==> src/rtl/accum_sampler_pkg.sv <==
// -----------------------------------------------------------------------------
// accum_sampler_pkg
// Shared types and constants for the accumulator window sampler slice.
//   state_t   : sampler FSM states (IDLE, PRIME, ACCUM)
//   SUM_W     : width of the window sum (10 bits)
//   WRAP_W    : width of the wrap counter (4 bits)
//   SUM_MAX   : saturation value for the window sum (1023)
//   WRAP_MAX  : saturation value for the wrap counter (15)
//   sat_sum() / sat_wraps() : saturating accumulate helpers
// -----------------------------------------------------------------------------
package accum_sampler_pkg;

    typedef enum logic [1:0] {
        IDLE  = 2'd0,
        PRIME = 2'd1,
        ACCUM = 2'd2
    } state_t;

    localparam int SUM_W  = 10;
    localparam int WRAP_W = 4;

    localparam logic [SUM_W-1:0]  SUM_MAX  = 10'd1023;
    localparam logic [WRAP_W-1:0] WRAP_MAX = 4'd15;

    // Add an 8-bit increment to the window sum, clamping at SUM_MAX.
    // One extra bit of headroom catches the carry out of the sum.
    function automatic logic [SUM_W-1:0] sat_sum(
        input logic [SUM_W-1:0] acc,
        input logic [7:0]       inc
    );
        logic [SUM_W:0] w_total;
        w_total = {1'b0, acc} + {3'b000, inc};
        return w_total[SUM_W] ? SUM_MAX : w_total[SUM_W-1:0];
    endfunction

    // Count one wrap, holding at WRAP_MAX once reached.
    function automatic logic [WRAP_W-1:0] sat_wraps(
        input logic [WRAP_W-1:0] acc,
        input logic              wrap
    );
        return (acc == WRAP_MAX) ? WRAP_MAX : acc + {3'b000, wrap};
    endfunction

endpackage

==> src/rtl/accum_delta.sv <==
// -----------------------------------------------------------------------------
// accum_delta
// Combinational modulo-256 difference between the current accumulator sample
// and the previous one.
//   i_cur   [7:0] : current accumulator sample
//   i_prev  [7:0] : previous accumulator sample
//   o_inc   [7:0] : (i_cur - i_prev) mod 256
//   o_wrap        : 1 when the accumulator wrapped past 255 (i_cur < i_prev)
// -----------------------------------------------------------------------------
module accum_delta (
    input  logic [7:0] i_cur,
    input  logic [7:0] i_prev,
    output logic [7:0] o_inc,
    output logic       o_wrap
);

    // 8-bit subtraction wraps naturally, which is exactly the modulo-256
    // increment of an 8-bit counter that rolled over.
    assign o_inc  = i_cur - i_prev;
    assign o_wrap = (i_cur < i_prev);

endmodule

==> src/rtl/accum_window_sampler.sv <==
// -----------------------------------------------------------------------------
// accum_window_sampler
// Samples an 8-bit integrator/counter every clock, rebuilds the per-cycle
// increment modulo 256 and sums it over WINDOW samples. Wrap-arounds within
// the window are counted as well. One result per window is offered on a
// valid/ready handshake; a new window result overwrites an unaccepted one.
//
// Parameters
//   WINDOW       : samples per window, 2..255
// Ports
//   clock        : rising-edge clock
//   reset        : asynchronous, active-low reset
//   enable       : run sampling; low returns the block to IDLE
//   in_value     : [7:0] accumulator value from the integrator/counter
//   out_valid    : result pending
//   out_ready    : consumer accepts the pending result
//   out_sum      : [9:0] window sum of increments, saturates at 1023
//   out_wraps    : [3:0] wrap count in the window, saturates at 15
//   out_overrun  : sticky flag, set when a result is overwritten before it was
//                  accepted; exists only with WINDOW_SAMPLER_OVERRUN_EN defined
// -----------------------------------------------------------------------------
module accum_window_sampler
    import accum_sampler_pkg::*;
#(
    parameter int unsigned WINDOW = 16
) (
    input  logic              clock,
    input  logic              reset,
    input  logic              enable,
    input  logic [7:0]        in_value,
    output logic              out_valid,
    input  logic              out_ready,
    output logic [SUM_W-1:0]  out_sum,
    output logic [WRAP_W-1:0] out_wraps
`ifdef WINDOW_SAMPLER_OVERRUN_EN
    ,
    output logic              out_overrun
`endif
);

    localparam logic [7:0] LAST_IDX = 8'(WINDOW - 1);

    state_t            r_state;
    state_t            w_next_state;

    logic [7:0]        r_prev;
    logic [SUM_W-1:0]  r_acc_sum;
    logic [WRAP_W-1:0] r_acc_wraps;
    logic [7:0]        r_count;

    logic              r_out_valid;
    logic [SUM_W-1:0]  r_out_sum;
    logic [WRAP_W-1:0] r_out_wraps;

    logic [7:0]        w_inc;
    logic              w_wrap;
    logic [SUM_W-1:0]  w_sum_next;
    logic [WRAP_W-1:0] w_wraps_next;
    logic              w_sample;
    logic              w_close;
    logic              w_xfer;

    accum_delta u_delta (
        .i_cur  (in_value),
        .i_prev (r_prev),
        .o_inc  (w_inc),
        .o_wrap (w_wrap)
    );

    assign w_sum_next   = sat_sum(r_acc_sum, w_inc);
    assign w_wraps_next = sat_wraps(r_acc_wraps, w_wrap);

    // -------------------------------------------------------------------------
    // FSM next state and per-cycle strobes
    // -------------------------------------------------------------------------
    always_comb begin
        // NOTE: every always_comb output gets a default first so no path can
        // leave it unassigned and infer a latch.
        w_next_state = r_state;
        w_sample     = 1'b0;
        w_close      = 1'b0;
        w_xfer       = r_out_valid & out_ready;

        unique case (r_state)
            IDLE: begin
                if (enable) w_next_state = PRIME;
            end
            PRIME: begin
                w_next_state = enable ? ACCUM : IDLE;
            end
            ACCUM: begin
                if (!enable) begin
                    // Dropping enable wins over a would-be window close.
                    w_next_state = IDLE;
                end else begin
                    w_sample = 1'b1;
                    w_close  = (r_count == LAST_IDX);
                end
            end
            default: w_next_state = IDLE;
        endcase
    end

    always_ff @(posedge clock or negedge reset) begin
        // NOTE: sequential state uses non-blocking assignments so every flop
        // samples pre-edge values regardless of block ordering.
        if (!reset) r_state <= IDLE;
        else        r_state <= w_next_state;
    end

    // -------------------------------------------------------------------------
    // Window accumulators. prev runs continuously across window boundaries so
    // back-to-back windows lose no increment.
    // -------------------------------------------------------------------------
    always_ff @(posedge clock or negedge reset) begin
        if (!reset) begin
            r_prev      <= '0;
            r_acc_sum   <= '0;
            r_acc_wraps <= '0;
            r_count     <= '0;
        end else if (r_state == PRIME) begin
            r_prev      <= in_value;
            r_acc_sum   <= '0;
            r_acc_wraps <= '0;
            r_count     <= '0;
        end else if (w_sample) begin
            r_prev <= in_value;
            if (w_close) begin
                r_acc_sum   <= '0;
                r_acc_wraps <= '0;
                r_count     <= '0;
            end else begin
                r_acc_sum   <= w_sum_next;
                r_acc_wraps <= w_wraps_next;
                r_count     <= r_count + 8'd1;
            end
        end else if (r_state == ACCUM) begin
            // Leaving ACCUM: the partial window is discarded.
            r_acc_sum   <= '0;
            r_acc_wraps <= '0;
            r_count     <= '0;
        end
    end

    // -------------------------------------------------------------------------
    // Output register and handshake. A close loads the new result whether or
    // not the old one is being transferred on the same edge, so valid simply
    // stays high in both the same-edge-transfer and overrun cases.
    // -------------------------------------------------------------------------
    always_ff @(posedge clock or negedge reset) begin
        if (!reset) begin
            r_out_valid <= 1'b0;
            r_out_sum   <= '0;
            r_out_wraps <= '0;
        end else if (w_close) begin
            r_out_valid <= 1'b1;
            r_out_sum   <= w_sum_next;
            r_out_wraps <= w_wraps_next;
        end else if (w_xfer) begin
            r_out_valid <= 1'b0;
        end
    end

    assign out_valid = r_out_valid;
    assign out_sum   = r_out_sum;
    assign out_wraps = r_out_wraps;

`ifdef WINDOW_SAMPLER_OVERRUN_EN
    logic r_overrun;

    // Sticky until reset: a result was overwritten before being accepted.
    always_ff @(posedge clock or negedge reset) begin
        if (!reset)                            r_overrun <= 1'b0;
        else if (w_close && r_out_valid && !out_ready) r_overrun <= 1'b1;
    end

    assign out_overrun = r_overrun;
`endif

endmodule

==> config.mk <==
export PLATFORM = sky130hd
export DESIGN_NAME = accum_window_sampler
export DESIGN_NICKNAME = d
export VERILOG_FILES = /design/src/rtl/accum_sampler_pkg.sv /design/src/rtl/accum_delta.sv /design/src/rtl/accum_window_sampler.sv
export SDC_FILE = /design/constraint.sdc
export NUM_CORES = 1
export LEC_CHECK = 0
export CORE_UTILIZATION = 25
export CTS_CLUSTER_SIZE = 10
export DETAILED_ROUTE_END_ITERATION = 10
export GPL_ROUTABILITY_DRIVEN = 0
export REMOVE_ABC_BUFFERS = 1
export SLEW_MARGIN = 20
export SYNTH_ARGS = -nofsm -noshare
export SYNTH_HDL_FRONTEND = slang
export SYNTH_SLANG_ARGS = --single-unit
==> constraint.sdc <==
create_clock -name clock -period 5.4 [get_ports clock]
set_clock_uncertainty 0.15 [all_clocks]
set_input_delay 0.54 -clock clock [delete_from_list [all_inputs] [get_ports clock]]
set_output_delay 0.54 -clock clock [all_outputs]
set_load 0.05 [all_outputs]
## After elaboration in Yosys (flattened, before gate mapping)

Index checks and enable logic that the tools add are counted.

| word-level totals | value |
|---|---|
| logic and storage cells | 51 |
| bits in registers | 47 |
| output and inout port bits | 15 |
| input bits | 12 |

| operators by class | value |
|---|---|
| reductions and logical operators | 5 |
| bitwise logic cells | 1 |
| magnitude comparators | 1 |
| multiplexer cells | 26 |
| $add $sub $neg | 4 |
| eq/ne operators | 6 |

Operators with widths:

| cell | count |
|---|---|
| 10-bit two-way mux | 5 |
| 8-bit two-way mux | 6 |
| 4-bit two-way mux | 5 |
| 10-bit by 8-bit adder with 11-bit output | 1 |
| 8-bit by 1-bit adder with 8-bit output, second input constant | 1 |
| 8-bit by 4-bit == test with 1-bit output, second input constant | 1 |
| 8-bit less-than comparator | 1 |
| 8-bit subtractor | 1 |
| 1-bit two-way mux | 6 |
| 2-bit two-way mux | 3 |
| 2-bit case mux with 3 select lines | 1 |
| 4-bit by 1-bit adder with 4-bit output | 1 |
| 4-bit == test, second input constant | 1 |
| 2-bit != test, second input constant | 2 |
| 2-bit nonzero test | 2 |
| 3-bit nonzero test | 1 |
| 2-bit by 1-bit == test with 1-bit output, second input constant | 1 |
| 2-bit == test, second input constant | 1 |
| 2-bit logical NOT | 1 |
| 2-bit AND reduction | 1 |
| 1-bit bitwise AND | 1 |

## Depth between registers and ports, before layout

Gate-level depths: netlist of the first run.

| logic depth | value |
|---|---|
| depth in word-level cells | 6 |
| depth in mapped cells | 15 |

## Hierarchy

Synthesis of the first run repeated with hierarchy kept, for this count alone.

| second synthesis, totals | value |
|---|---|
| cell total of the unflattened synthesis | 282 |
| area, all modules | 2682.6 sq um |

By module, submodules not included:

| module | sequential area each (sq um) | area an instance (sq um) | times used | cells each |
|---|---|---|---|---|
| accum_window_sampler | 1176.1 | 2306.0 | 1 | 230 |
| accum_delta | 0.0 | 376.6 | 1 | 52 |

## Worst setup path after synthesis of the first run

Ideal clock, no wire load.

| timing | value |
|---|---|
| path kind | in2reg |
| from | input port in_value[2] |
| to | register r_acc_sum[7] |
| setup slack | 2.162 ns |
| library setup time | 0.129 ns |
| required time | 5.121 ns |
| stages on the path | 13 |
| arrival time | 2.959 ns |
| path buffers | 1 |
| cell sequence | ha_1 nor2b_1 o21a_1 o211a_1 a211oi_1 xnor2_1 ha_1 clkbuf_1 a21oi_1 a21bo_2 a21oi_1 a2bb2oi_1 o21ai_0 |

| between the ends | value |
|---|---|
| cells in the longest elaborated chain, start to end | 6 |

RTL lines:

| element | line | text |
|---|---|---|
| from (decl) | accum_window_sampler.sv:30 | `input logic [7:0] in_value,` |
| 8-bit subtractor | accum_delta.sv:19 | `assign o_inc = i_cur - i_prev;` |
| 10-bit by 8-bit adder with 11-bit output | accum_sampler_pkg.sv:32 | `w_total = {1'b0, acc} + {3'b000, inc};` |
| 10-bit two-way mux | accum_sampler_pkg.sv:33 | `return w_total[SUM_W] ? SUM_MAX : w_total[SUM_W-1:0];` |
| 10-bit two-way mux | accum_window_sampler.sv:128 | `if (w_close) begin` |
| 10-bit two-way mux | accum_window_sampler.sv:126 | `end else if (w_sample) begin` |
| 10-bit two-way mux | accum_window_sampler.sv:121 | `end else if (r_state == PRIME) begin` |
| to (signal assigned) | accum_window_sampler.sv:133 | `r_acc_sum <= w_sum_next;` |
| to (decl) | accum_window_sampler.sv:47 | `logic [SUM_W-1:0] r_acc_sum;` |

No other way between the ends.
A chain may end at the register's enable or synchronous reset.

## Final worst setup path of the first run

| timing | value |
|---|---|
| from | input port in_value[0] |
| to | register r_acc_sum[7] |

Same word-level chain as after synthesis.

==> impl_metrics.env, run 1 <==
export IMPL_maxSlewHeadroom_pct=36.1
export IMPL_cts_max_level=2
export IMPL_seq_area_um2=1180
export IMPL_final_cells=454
export IMPL_p_seq_share_pct=30.9
export IMPL_grt_start_max_net_pins=48
export IMPL_cp_num_buf_inv=2
export IMPL_drc=0
export IMPL_power_switching_uw=634
export IMPL_fmax_mhz=276
export IMPL_cts_buffers=5
export IMPL_initial_core_util_pct=25.9
export IMPL_worst_slew_pin_slew_ns=0.953
export IMPL_grt_pass1_vias=2099
export IMPL_clockPowerShare_pct=14.4
export IMPL_antenna_found_initial=0
export IMPL_period_needed_ns=3.62
export IMPL_core_um2=10400
export IMPL_worst_setup_path_end_kind="register"
export IMPL_io_buffers=26
export IMPL_most_common_layout_cells="47 x dfrtp_1, 44 x nand2_1, 25 x o21ai_0, 25 x clkdlybuf4s50_1, 23 x nor2_1"
export IMPL_switching_share_pct=43.3
export IMPL_clock_latency_ns=0.30
export IMPL_diodes=0
export IMPL_nFillCells=1093
export IMPL_synth_area_per_cell_um2=9.31
export IMPL_intPower_uw=832
export IMPL_hold_viol_final=0
export IMPL_viasPerCell=4.69
export IMPL_async_flop_share_pct=100
export IMPL_drv_slew=0
export IMPL_syn_to_final_growth_pct=17.9
export IMPL_holdBufCountCts=0
export IMPL_grt_pass1_wl_um=9840
export IMPL_synth_warnings=0
export IMPL_maxCapViolCount=0
export IMPL_detailed_place_hpwl_um=4180
export IMPL_syn_cell_area_um2=2700
export IMPL_setup_viol_count_final=0
export IMPL_io_pins=27
export IMPL_post_cts_resized=0
export IMPL_multiInputGateArea_um2=1430
export IMPL_nets=350
export IMPL_hp_class="primary input to async pin"
export IMPL_cp_depth=15
export IMPL_die_w_um=106
export IMPL_cpPeakStageDelay_ns=0.47
export IMPL_die_h_um=106
export IMPL_pwr_density_cell_nw_per_um2=460
export IMPL_power_frac_comb_pct=54.7
export IMPL_vdd_ir_drop_max_mv=0.178
export IMPL_worstSetupStartpointType="primary input"
export IMPL_criticalPathCategory="primary input to register"
export IMPL_rsz0062_at_grt="false"
export IMPL_cts_root_buf="clkbuf_8"
export IMPL_routed_wirelength_um=5610
export IMPL_cts_buffer_depth=2
export IMPL_ant_nets=0
export IMPL_placed_cells=446
export IMPL_overflow=0
export IMPL_layout_commonest_cell="dfrtp_1"
export IMPL_outcome="finished clean"
export IMPL_p_leak_nw=1.41
export IMPL_ys_seq_area_share_pct=43.5
export IMPL_synth_edff_count=0
export IMPL_period_share_pct=67.0
export IMPL_cts_tree="yes"
export IMPL_dieArea_um2=11200
export IMPL_cts_sink_count=47
export IMPL_ys_ff_latch=47
export IMPL_crit_chain="clkdlybuf4s50_1 > inv_1 > ha_1 > fa_1 > nor2b_1 > o21a_1 > o211a_1 > a211oi_1 > xnor2_1 > ha_1 > a21oi_1 > a21bo_2 > a21oi_1 > a2bb2oi_1 > o21ai_0"
export IMPL_grt_util_all_layers_pct=11.0
export IMPL_critPathMaxFanout=7
export IMPL_drt_pass1_iter_count=4
export IMPL_layout_drive_gt1_share_pct=7.86
export IMPL_crit_required_ns=5.40
export IMPL_rows=37
export IMPL_yosys_most_used_dff="dfrtp_1"
export IMPL_post_drt_wl_per_cell_um=12.4
export IMPL_clk_pin_slew_ns=0.09
export IMPL_postSynthCellCount=290
export IMPL_post_route_util_pct=30.6
export IMPL_synth_cell_type_count=50
export IMPL_cp_top_family="compound AO/OA/AOI/OAI gates"
export IMPL_drtIter0Drc=80
export IMPL_dr_total_vias=2127
export IMPL_crit_slowest_cell="clkdlybuf4s50_1"
export IMPL_worstPathArrival_ns=3.62
export IMPL_postCtsSetupRepairBufs=0
export IMPL_fin_tns_setup_ns=0
export IMPL_r2r_cells=13
==> power groups by stage <==
| stage | registers [mW] | logic (mW) | clock network [mW] |
|---|---|---|---|
| finish | 0.452 | 0.802 | 0.211 |
| detailed placement | 0.460 | 0.811 | 0 |
| global route | 0.460 | 0.918 | 0.232 |
| global placement | 0.458 | 0.793 | 0 |
| floorplan | 0.448 | 0.650 | 0 |
| CTS | 0.453 | 0.814 | 0.218 |
==> registers in the layout (all words and copies together) (netlist names) <==
name and cells:
out_sum 10, r_acc_sum 10, r_count 8, r_prev 8, out_wraps 4, r_acc_wraps 4, r_state 2, out_valid 1
==> layer usage <==
layer  wire length [µm]  share of wire (%)  global-route usage (%)
met4                 87                1.6                    4.46
met2               2690                 48                    17.8
met3                223                4.0                    2.88
met1               2600                 46                    14.0
met5                  0                  0                       0
==> path summary, 6_finish.rpt <==
kind                               from      endpoint  slack (ns)
max                         in_value[0]  r_acc_sum[7]        1.78
min                               reset     out_valid        0.09
max reg2reg                   r_prev[0]  r_acc_sum[7]        2.15
min reg2reg                out_wraps[1]  out_wraps[1]        0.34
max in group asynchronous         reset    out_sum[7]        4.59
min in group clock         out_wraps[1]  out_wraps[1]        0.34
==> logic make-up after synthesis <==
group | Yosys count | synth area share (%)
xor+xnor | 15 | 4.86
simple gates | 96 | 16.1
fa+ha+maj | 21 | 10.3
compound gates | 85 | 20.5
mux | 2 | 0.787
flops | 47 | 43.5
buf+inv | 24 | 3.98
==> metrics by stage <==
stage               power, mW  hold slack [ns]  cell area (µm²)  worst slack (ns)
floorplan                1.10           0.0944             2660              2.23
global placement         1.25            0.316             3100              1.56
detailed placement       1.27            0.318             3100              1.48
CTS                      1.48            0.321             3180              1.78
global route             1.61            0.151             3190              1.56
finish                   1.47           0.0936             3190              1.78
==> cell usage after synthesis (all sizes together) (2+ instances only) <==
library cell  number  area (µm²)
dfrtp             47        1180
o21ai             46         253
nand2             45         171
nor2              24        97.6
ha                19         238
inv               17        63.8
a21oi             12        60.1
xnor2              8        70.1
xor2               7        61.3
a211oi             6        57.6
and3               6        38.8
nand3              6        30.0
nor3               5        25.0
clkbuf             4        16.3
buf                3        27.5
o21a               3        22.5
o31ai              3        27.5
a21o               2        15.0
fa                 2        40.0
o211a              2        20.0
o211ai             2        15.0
or3                2        12.5
==> area by class of cell <==
| cell class | count | share of cell area [%] |
|---|---|---|
| repair buffers | 27 | 8.33 |
| clock buffers | 6 | 2.28 |
| clock inverters | 2 | 0.393 |
| inverters | 17 | 2.00 |
| flip-flops and latches | 47 | 36.9 |
| multi-input cells | 219 | 44.7 |
| well taps | 136 | 5.34 |
(Power assumes the default switching activity.)
==> run 2: changes to the inputs <==
==> constraint.sdc (replaced) <==
create_clock -name clock -period 3.4 [get_ports clock]
set_clock_uncertainty 0.15 [all_clocks]
set_input_delay 0.34 -clock clock [delete_from_list [all_inputs] [get_ports clock]]
set_output_delay 0.34 -clock clock [all_outputs]
set_load 0.05 [all_outputs]
==> impl_metrics.env, run 2 (synthesis results as in run 1) <==
export IMPL_grt_start_max_net_pins=48
export IMPL_syn_to_final_growth_pct=27.9
export IMPL_cts_buffer_depth=2
export IMPL_crit_required_ns=3.46
export IMPL_criticalPathCategory="primary input to register"
export IMPL_routed_wirelength_um=5810
export IMPL_hp_class="primary input to register"
export IMPL_hold_viol_final=0
export IMPL_clockPowerShare_pct=15.7
export IMPL_outcome="finished clean"
export IMPL_r2r_start="r_prev[0]"
export IMPL_final_cells=476
export IMPL_cts_buffers=5
export IMPL_switching_share_pct=40.3
export IMPL_drtIter0Drc=107
export IMPL_crit_slowest_cell="clkdlybuf4s50_1"
export IMPL_layout_commonest_cell="dfrtp_1"
export IMPL_rows=37
export IMPL_period_needed_ns=3.20
export IMPL_drc=0
export IMPL_multiInputGateArea_um2=1480
export IMPL_initial_core_util_pct=25.9
export IMPL_p_seq_share_pct=25.6
export IMPL_regToRegSetupSlack_ns=0.25
export IMPL_power_switching_mw=1.13
export IMPL_die_h_um=106
export IMPL_worst_slew_pin_slew_ns=0.727
export IMPL_worstPathArrival_ns=3.26
export IMPL_grt_pass1_wl_um=9940
export IMPL_vdd_ir_drop_max_mv=0.333
export IMPL_critical_path_most_common_cell="ha_1"
export IMPL_r2r_cells=14
export IMPL_worst_slack_ns=0.202
export IMPL_period_share_pct=94.1
export IMPL_drt_pass1_iter_count=4
export IMPL_cts_max_level=2
export IMPL_grt_util_all_layers_pct=11.2
export IMPL_place_area_um2=3250
export IMPL_diodes=0
export IMPL_grt_pass1_vias=2094
export IMPL_p_leak_nw=1.55
export IMPL_core_um2=10400
export IMPL_antenna_found_initial=0
export IMPL_dr_total_vias=2149
export IMPL_io_buffers=26
export IMPL_worstSetupStartpointType="primary input"
export IMPL_most_common_layout_cells="47 x dfrtp_1, 44 x nand2_1, 25 x o21ai_0, 24 x clkdlybuf4s50_1, 22 x buf_4"
export IMPL_post_drt_wl_per_cell_um=12.2
export IMPL_post_route_util_pct=33.2
export IMPL_hp_start="in_value[0]"
export IMPL_layout_drive_gt1_share_pct=17.4
export IMPL_cts_root_buf="clkbuf_8"
export IMPL_maxCapViolCount=0
export IMPL_pre_cts_ws_ns=-0.280
export IMPL_pwr_density_cell_nw_per_um2=812
export IMPL_final_area_um2=3450
export IMPL_postCtsSetupRepairBufs=0
export IMPL_ant_nets=0
export IMPL_io_pins=27
export IMPL_viasPerCell=4.51
export IMPL_seq_area_um2=1180
export IMPL_worst_setup_path_end_kind="register"
export IMPL_die_w_um=106
export IMPL_intPower_mw=1.67
export IMPL_clock_latency_ns=0.31
export IMPL_critPathMaxFanout=4
export IMPL_power_mw=2.81
export IMPL_placed_cells=467
export IMPL_drv_slew=0
export IMPL_overflow=0
export IMPL_hold_end="r_prev[0]"
export IMPL_nFillCells=1078
export IMPL_cpPeakStageDelay_ns=0.45
export IMPL_setup_viol_count_final=0
export IMPL_maxSlewHeadroom_pct=51.5
export IMPL_clk_pin_slew_ns=0.09
export IMPL_nets=372
export IMPL_cts_tree="yes"
export IMPL_r2r_end="out_sum[9]"
export IMPL_fmax_mhz=313
export IMPL_rsz0062_at_grt="false"
export IMPL_dieArea_um2=11200
export IMPL_cts_sink_count=47
export IMPL_power_frac_comb_pct=58.7
export IMPL_crit_chain="clkdlybuf4s50_1 > ha_1 > a21o_1 > a41o_1 > o41a_1 > xor2_1 > ha_1 > buf_4 > o21ai_0 > o22ai_2 > nor2_2 > nor3_1 > o31ai_1"
export IMPL_min_path_cells=2
export IMPL_detailed_place_hpwl_um=4220
## run 2: power by group through the flow
stage / combinational (mW) / sequential (mW) / clock (mW)
finish: 1.65 / 0.719 / 0.441
global route: 1.86 / 0.732 / 0.477
CTS: 1.56 / 0.719 / 0.459
detailed placement: 1.54 / 0.731 / 0
global placement: 1.51 / 0.726 / 0
floorplan: 1.03 / 0.712 / 0
## run 2: worst max path at each step
stage                 from            to  slack, ns
2_1_floorplan  in_value[0]  r_acc_sum[7]       0.43
3_3_place_gp   in_value[0]  r_acc_sum[2]      -0.23
3_5_place_dp   in_value[0]  r_acc_sum[2]      -0.28
4_1_cts        in_value[0]  r_acc_sum[2]       0.03
5_1_grt          r_prev[0]    out_sum[9]       0.02
6_report       in_value[1]    out_sum[9]       0.20
## run 2: per-stage QoR
stage | setup TNS (ns) | hold WS [ns]
3_3_place_gp | -3.96 | 0.313
6_report | 0 | 0.166
2_1_floorplan | 0 | -0.106
5_1_grt | 0 | 0.169
4_1_cts | 0 | 0.120
3_5_place_dp | -4.92 | 0.320
## run 2: layout make-up
cell class | count | share of cell area, %
multi-input combinational | 219 | 43.0
sequential | 47 | 34.0
timing repair buffer | 49 | 12.7
tap | 136 | 4.93
clock buffer | 6 | 2.39
inverter | 17 | 1.85
clock inverter | 2 | 1.12
## run 2: layer usage
metal | up-vias | part of all wire [%] | track usage (%)
met5 | - | 0 | 0
met4 | 0 | 1.3 | 3.97
met3 | 7 | 2.8 | 2.64
met2 | 18 | 48 | 18.3
met1 | 1011 | 47 | 14.4
li1 | 1113 | - | -
## run 2: critical path: cells and delay by family
| family | cells | cell delay [ns] |
|---|---|---|
| adders and majority gates | 2 | 0.63 |
| buffers and inverters | 2 | 0.60 |
| and+or+nand+nor | 2 | 0.20 |
| xor gates and xnor gates | 1 | 0.15 |
| AOI/OAI and AO/OA | 6 | 1.34 |
## run 2: repair_timing
action | CTS | global route
hold buffers | 0 | 1
hold endpoints to repair | 0 | 47
gates resized for setup | 0 | 16
setup endpoints to repair | 0 | 22
